[src/rtl/sprite_line_scheduler.sv]
// rtl/sprite_line_scheduler.sv - per-scanline sprite scheduler and attribute RAM arbiter
module sprite_line_scheduler #(
    parameter int MAX_SPRITES = 8,
    parameter int SLOTS       = 4,
    parameter int IDX_W       = 3,
    parameter int SPRITE_H    = 16
) (
    input  logic                   clk,
    input  logic                   reset,
    input  logic                   line_start,
    input  logic [9:0]             next_y,
    input  logic                   cpu_req,
    input  logic                   cpu_we,
    input  logic [IDX_W-1:0]       cpu_addr,
    input  logic [15:0]            cpu_wdata,
    output logic [15:0]            cpu_rdata,
    output logic                   cpu_ready,
    output logic [IDX_W-1:0]       ram_addr,
    output logic                   ram_we,
    output logic [15:0]            ram_wdata,
    input  logic [15:0]            ram_rdata,
    output logic [SLOTS-1:0]       slot_valid,
    output logic [SLOTS*IDX_W-1:0] slot_idx,
    output logic                   sched_done,
    output logic                   overflow,
    output logic                   busy
);
    localparam int CNT_W = $clog2(SLOTS + 1);

    typedef enum logic [2:0] {IDLE, CPU, SCAN, DRAIN, DONE} state_t;
    state_t state, state_nxt;

    logic [IDX_W-1:0]       ptr;
    logic [9:0]             y_lat;
    logic                   pend_line;
    logic [SLOTS-1:0]       sh_valid, nxt_valid;
    logic [SLOTS*IDX_W-1:0] sh_idx, nxt_idx;
    logic [CNT_W-1:0]       sh_cnt, nxt_cnt;
    logic                   sh_ovf, nxt_ovf;
    logic                   accept, eval, hit;
    logic [IDX_W-1:0]       eval_idx;
    logic [9:0]             dy;

    assign accept = (state == IDLE) && (line_start || pend_line);

    // RAM data lags the address by one cycle, so the entry being judged is ptr-1;
    // in DRAIN ptr has already moved past the last entry.
    assign eval     = ((state == SCAN) && (ptr != '0)) || (state == DRAIN);
    assign eval_idx = ptr - IDX_W'(1);
    assign dy       = y_lat - ram_rdata[9:0];
    assign hit      = eval && ram_rdata[15] && ({1'b0, dy} < 11'(SPRITE_H));

    always_ff @(posedge clk or posedge reset) begin
        if (reset) state <= IDLE;
        else       state <= state_nxt;
    end

    always_comb begin
        state_nxt  = state;
        ram_addr   = '0;
        ram_we     = 1'b0;
        ram_wdata  = '0;
        cpu_ready  = 1'b0;
        cpu_rdata  = '0;
        busy       = 1'b0;
        sched_done = 1'b0;
        case (state)
            IDLE: begin
                if (line_start || pend_line) begin
                    state_nxt = SCAN;
                end else if (cpu_req) begin
                    ram_addr  = cpu_addr;
                    ram_we    = cpu_we;
                    ram_wdata = cpu_wdata;
                    state_nxt = CPU;
                end
            end
            CPU: begin
                cpu_ready = 1'b1;
                if (!cpu_we) cpu_rdata = ram_rdata;
                state_nxt = IDLE;
            end
            SCAN: begin
                ram_addr = ptr;
                busy     = 1'b1;
                if (ptr == IDX_W'(MAX_SPRITES - 1)) state_nxt = DRAIN;
            end
            DRAIN: begin
                busy      = 1'b1;
                state_nxt = DONE;
            end
            DONE: begin
                sched_done = 1'b1;
                state_nxt  = IDLE;
            end
            default: state_nxt = IDLE;
        endcase
    end

    // Hits fill the next free slot in scan order; extras only raise overflow.
    always_comb begin
        nxt_valid = sh_valid;
        nxt_idx   = sh_idx;
        nxt_cnt   = sh_cnt;
        nxt_ovf   = sh_ovf;
        if (hit) begin
            if (sh_cnt < CNT_W'(SLOTS)) begin
                for (int k = 0; k < SLOTS; k++) begin
                    if (sh_cnt == CNT_W'(k)) begin
                        nxt_valid[k]             = 1'b1;
                        nxt_idx[k*IDX_W +: IDX_W] = eval_idx;
                    end
                end
                nxt_cnt = sh_cnt + CNT_W'(1);
            end else begin
                nxt_ovf = 1'b1;
            end
        end
    end

    always_ff @(posedge clk or posedge reset) begin
        if (reset) begin
            ptr        <= '0;
            y_lat      <= '0;
            pend_line  <= 1'b0;
            sh_valid   <= '0;
            sh_idx     <= '0;
            sh_cnt     <= '0;
            sh_ovf     <= 1'b0;
            slot_valid <= '0;
            slot_idx   <= '0;
            overflow   <= 1'b0;
        end else if (accept) begin
            y_lat     <= next_y;
            ptr       <= '0;
            pend_line <= 1'b0;
            sh_valid  <= '0;
            sh_idx    <= '0;
            sh_cnt    <= '0;
            sh_ovf    <= 1'b0;
        end else begin
            if ((state == CPU) && line_start) pend_line <= 1'b1;
            if (state == SCAN) ptr <= ptr + IDX_W'(1);
            sh_valid <= nxt_valid;
            sh_idx   <= nxt_idx;
            sh_cnt   <= nxt_cnt;
            sh_ovf   <= nxt_ovf;
            // Publish at the end of DRAIN so the new slots appear with sched_done.
            if (state == DRAIN) begin
                slot_valid <= nxt_valid;
                slot_idx   <= nxt_idx;
                overflow   <= nxt_ovf;
            end
        end
    end
endmodule
[config.mk]
export PLATFORM = sky130hd
export DESIGN_NAME = sprite_line_scheduler
export DESIGN_NICKNAME = d
export VERILOG_FILES = /design/src/rtl/sprite_line_scheduler.sv
export SDC_FILE = /design/constraint.sdc
export NUM_CORES = 1
export LEC_CHECK = 0
export BUFFER_PORTS_ARGS = -buffer_cell sky130_fd_sc_hd__buf_2
export CAP_MARGIN = 0
export CORE_MARGIN = 2
export CORE_UTILIZATION = 40
export CTS_CLUSTER_SIZE = 12
export DETAILED_ROUTE_END_ITERATION = 10
export PLACE_DENSITY = 0.66
export SLEW_MARGIN = 25
export SYNTH_ARGS = -nofsm -noshare
export SYNTH_HDL_FRONTEND = slang
export SYNTH_SLANG_ARGS = --single-unit
[constraint.sdc]
create_clock -name clk -period 3.1 [get_ports clk]
set_input_delay 0.93 -clock clk [delete_from_list [all_inputs] [get_ports clk]]
set_output_delay 0.93 -clock clk [all_outputs]
set_load 0.01 [all_outputs]
# --- Word level (Yosys, flattened, before mapping) ---
# Index checks and enable logic that the tools add are counted.
classes:
  reduce_logical: 18
  order_cmp: 2
  n_mux: 42
  n_bitwise: 1
  eq_ne: 10
  n_addsub: 4
ops:
  columns: ["operator", "n"]
  rows:
  - ["16-bit 2-to-1 mux", 5]
  - ["3-bit 2-to-1 mux", 14]
  - ["12-bit 2-to-1 mux", 3]
  - ["1-bit 2-to-1 mux", 15]
  - ["3-bit by 2-bit == test with 1-bit output (second input constant)", 4]
  - ["4-bit 2-to-1 mux", 3]
  - ["10-bit by 5-bit less-than comparator with 1-bit output (second input constant)", 1]
  - ["10-bit subtractor", 1]
  - ["3-bit one-hot mux with 3 select lines", 1]
  - ["2-bit nonzero test", 4]
  - ["3-bit by 1-bit adder with 3-bit output (second input constant)", 2]
  - ["3-bit by 1-bit == test with 1-bit output (second input constant)", 2]
  - ["3-bit == test (second input constant)", 2]
  - ["3-bit logical NOT", 2]
  - ["3-bit one-hot mux with 2 select lines", 1]
  - ["2-bit AND reduction", 3]
  - ["1-bit logical AND", 5]
  - ["3-bit less-than comparator (second input constant)", 1]
  - ["3-bit by 2-bit inequality test with 1-bit output (second input constant)", 1]
  - ["3-bit nonzero test", 1]
  - ["3-bit by 1-bit subtractor with 3-bit output (second input constant)", 1]
  - ["1-bit logical OR", 2]
  - ["2-bit by 1-bit inequality test with 1-bit output (second input constant)", 1]
  - ["2-bit OR reduction", 1]
  - ["1-bit inverter", 1]
totals:
  output_inout_bits: 56
  regBits: 54
  word_cells: 88

# --- Logic depth before layout (Yosys ltp) ---
depth:
  ltp_word: 7
  depth_mapped: 10
  mapped_depth_nobuf: 9

# --- Worst setup path before layout ---
# No wires, ideal clock.
synth_timing:
  path_kind: "input port to flip-flop"
  from: "input port ram_rdata[2]"
  to: "register slot_idx[3]"
  n_path_buf: 1
  setup_slack_ns: -0.009
  setup_time_ns: 0.141
  stages: 10
  arrival_time_ns: 2.968
  path_cell_list: "inv_1 > ha_1 > a21o_1 > a31o_2 > a31oi_1 > mux2_4 > or2_4 > buf_6 > o41ai_2 > a31oi_1"
synth_via:
  elab_chain_len: 4
synth_lines:
  columns: ["element", "line_no", "source"]
  rows:
  - ["start: declaration", "21", "input logic [15:0] ram_rdata,"]
  - ["10-bit subtractor", "50", "assign dy = y_lat - ram_rdata[9:0];"]
  - ["10-bit by 5-bit less-than comparator with 1-bit output", "51", "assign hit = eval && ram_rdata[15] && ({1'b0, dy} < 11'(SPRITE_H));"]
  - ["1-bit logical AND", "51", null]
  - ["12-bit 2-to-1 mux", "106", "if (hit) begin"]
  - ["end signal: assignment", "151", "slot_idx <= nxt_idx;"]
  - ["end: declaration", "23", "output logic [SLOTS*IDX_W-1:0] slot_idx,"]
# No other way between the ends.
# A chain may end at the register's enable or synchronous reset.

# --- Worst setup path in the final report ---
layout_timing:
  from: "input port ram_rdata[4]"
  to: "register slot_idx[5]"
# Same word-level chain as after synthesis.

==> out/metrics.csv <==
stage,metric,value,unit
status,status,finished clean,
global_route,busiest metal layer after global routing,met2,
logic_synthesis,Synth Warn #,0,
global_route,Total Routing Usage GR,18.5,%
timing,Rel. slew slack,59.9,%
die,Core Region,7730,um2
worst_setup_path,CP Class,primary input to flip-flop,
placed_design,count of buffers from port buffering,105,
logic_synthesis,synthesized area,3200,um2
layout,Layout area overhead,32.0,%
worst_setup_path,Setup crit start,ram_rdata[4],
power_and_ir_drop,total power density per cell area,885,nW/um2
placed_design,hpwl dp,6090,um
layout,Antenna diodes,0,
logic_synthesis,cells after synthesis,333,
cts,# clock sinks,54,
layout,Nets,529,
worst_setup_path,CP Data Required Time,3.27,ns
drt,DR WL/cell,14.0,um
drt,Vias,2860,
drt,final WL,7900,um
logic_synthesis,"EDFF count, synth",0,
worst_setup_path,Worst Path Max Fanout,12,
die,Rows,32,
global_route,total gr overflow,0,
timing,Setup TNS Final,0,ns
cts,clk_lat worst skew,0.31,ns
global_route,number of antenna violations at the first check in global routing,0,
global_route,largest net degree at the start of global routing,27,
timing,Fin Hold WS,0.483,ns
worst_setup_path,WP data arrival,3.14,ns
die,I/O Pins,106,
global_route,vias in the first global route,2834,
worst_setup_path,crit-path cells,"buf_2, inv_1, ha_1, a21o_1, a221oi_1, a21bo_2, a21oi_2, mux2i_1, buf_12, nor4_1, buf_4, o31ai_1",
logic_synthesis,mean post-synth cell area,9.60,um2
power_and_ir_drop,P_leak,2.15,nW
global_route,met2 Resource Use GR,31.4,%
power_and_ir_drop,Worst VDD drop,443,uV
die,die footprint,8720,um2
die,Die Span Y,93.4,um
drt,DR vias/cell,5.06,
timing,fin crit share,95.8,%
drt,antenna-violating nets left,0,
worst_setup_path,reg2reg end,slot_idx[5],
logic_synthesis,sequential-to-total area share from yosys stat,42.3,%
worst_hold_path,HP Class,flip-flop to flip-flop,
cts,CTS H-tree lvls,2,
logic_synthesis,most frequent cell after synthesis,dfrtp_1,
cts,"Reg clk slew, reported paths",0.10,ns
logic_synthesis,post-synth top area share,42.3,%
die,Starting Density,41.4,%
logic_synthesis,Post-synth top cells,"dfrtp_1, nor2_1, and2_1, nand2_1, a21oi_1",
logic_synthesis,Synth area leaders,"dfrtp_1, ha_1, and2_1, mux2_2, nor2_1",
timing,RSZ-0062 raised after global routing,yes,
timing,Final Hold Vio Count,0,
drt,starting DRC count in detailed routing,103,
die,Die X,93.4,um
timing,Tmin final,2.97,ns
logic_synthesis,Synth Flop Type,dfrtp_1,
cts,CTS Buffer Depth,2,
drt,drt pass-1 iters,4,
drt,DR DRC count,0,
logic_synthesis,leading area contributor after synthesis,dfrtp_1,
timing,final setup fails,0,
worst_setup_path,r2r worst-path depth,10,
cts,CTS tree,done,
worst_setup_path,Critical Path End,slot_idx[5],
worst_setup_path,reg2reg start,y_lat[4],
logic_synthesis,Yosys cell types,49,
logic_synthesis,Seq cells post-synth,54,
timing,measured slew at the worst slew-check pin,0.600,ns
timing,max-slew violations,0,
cts,total CTS buffers,5,
timing,Peak Freq,0.337,GHz
layout,Fill cells,770,
global_route,global-route wire length before repair,13100,um
worst_setup_path,Worst setup SP type,primary input,
global_route,GR Util met1,24.8,%
timing,worst clock skew,0.00904,ns
placed_design,Placer Congestion,0.843,
worst_setup_path,CP Capture Type,flip-flop,
layout,fraction of layout cells with a size suffix above 1,39.5,%
flow_run,max_cap viols,0,
global_route,met3 usage,3.71,%
worst_setup_path,slowest CP cell,nor4_1,
worst_setup_path,R2R Setup Slk,0.47,ns
worst_setup_path,max incr delay on CP,0.35,ns
power_and_ir_drop,total power draw,0.00373,W
cts,root buf cell,clkbuf_8,
logic_synthesis,syn_nets,400,
logic_synthesis,Post-synth ARST share,100,%
layout,final core occ,54.6,%
==> critical path, delay by kind of cell <==
family	cells	cell delay, ns
AO/OA/AOI/OAI	5	0.93
adder cells (fa/ha/maj)	1	0.34
buffers and inverters	4	0.48
multiplexers	1	0.12
AND/OR/NAND/NOR	1	0.35
==> layout make-up <==
cell class                 instances  area, um2  share of cell area (%)
multi-input combinational        243       1700                    40.2
sequential                        54       1350                    32.0
timing repair buffer             141        858                    20.3
tap                              102        128                    3.02
clock buffer                       6       82.6                    1.96
inverter                          17       63.8                    1.51
clock inverter                     2       38.8                   0.919
==> cell families (layout without fill, tap and decap cells) <==
family	Yosys count	after routing	synth area share, %
and+or+nand+nor	132	132	21.7
AOI/OAI and AO/OA	73	73	17.5
DFF	54	54	42.3
buffers and inverters	36	166	4.89
adders and majority gates	17	17	6.65
muxes	15	15	5.28
xor gates and xnor gates	6	6	1.64
==> metal layers <==
| metal | wire length [um] | vias up |
|---|---|---|
| li1 | - | 1447 |
| met1 | 3590 | 1330 |
| met2 | 3820 | 79 |
| met3 | 443 | 4 |
| met4 | 38 | 0 |
| met5 | 0 | - |
==> state kept, by name, indices dropped and copies added, names as in the netlist, 3 cells and up <==
name        flops
slot_valid      4
ptr             3
state           3
sh_valid        4
y_lat          10
sh_cnt          3
slot_idx       12
sh_idx         12
==> layout by cell type, fill, tap and decap left out, types with 4 or more instances in the layout <==
cell type,Yosys,layout
nor2_1,31,30
mux2_2,11,11
nand4_1,11,11
o21ai_0,6,6
nor2b_1,6,5
a41oi_1,8,8
a21o_1,4,4
buf_4,3,31
inv_1,16,15
nor3_1,15,15
dfrtp_1,54,54
a31oi_1,10,10
and2_1,25,25
buf_2,2,105
a21oi_1,19,19
and3_1,6,6
ha_1,17,17
nand2_1,21,21
o41ai_2,5,5
buf_12,0,5
clkbuf_8,0,6
==> stage by stage <==
stage	setup slack, ns	std cells	area, um2
final	0.131	565	4220
after global placement	-0.142	557	4090
after floorplan	-0.00925	333	3200
after CTS	0.123	565	4210
after global routing	-0.0490	565	4220
after detailed placement	-0.196	557	4090
==> worst min path at each step <==
| stage | startpoint | slack (ns) | cells past startpoint | end |
|---|---|---|---|---|
| final | slot_valid[3] | 0.48 | 2 | slot_valid[3] |
| after global routing | sh_valid[0] | 0.52 | 2 | sh_valid[0] |
| after CTS | slot_idx[2] | 0.49 | 2 | slot_idx[2] |
| after detailed placement | slot_idx[2] | 0.47 | 2 | slot_idx[2] |
| after global placement | sh_ovf | 0.46 | 2 | sh_ovf |
| after floorplan | sh_ovf | 0.45 | 2 | sh_ovf |
==> timing repair <==
item                                    CTS  global route
gates resized for setup                   0             2
endpoints found under the setup margin    0            27
setup buffers                             0             0
hold buffers                              0             0
==> power breakdown <==
group / total (W) / switching, W / internal (W)
clock network: 0.000504 / 0.000238 / 0.000266
logic: 0.00215 / 0.00115 / 0.000999
registers: 0.00108 / 0.000154 / 0.000926
total: 0.00373 / 0.00154 / 0.00219
Note: power is estimated with default switching activity, not from simulation.
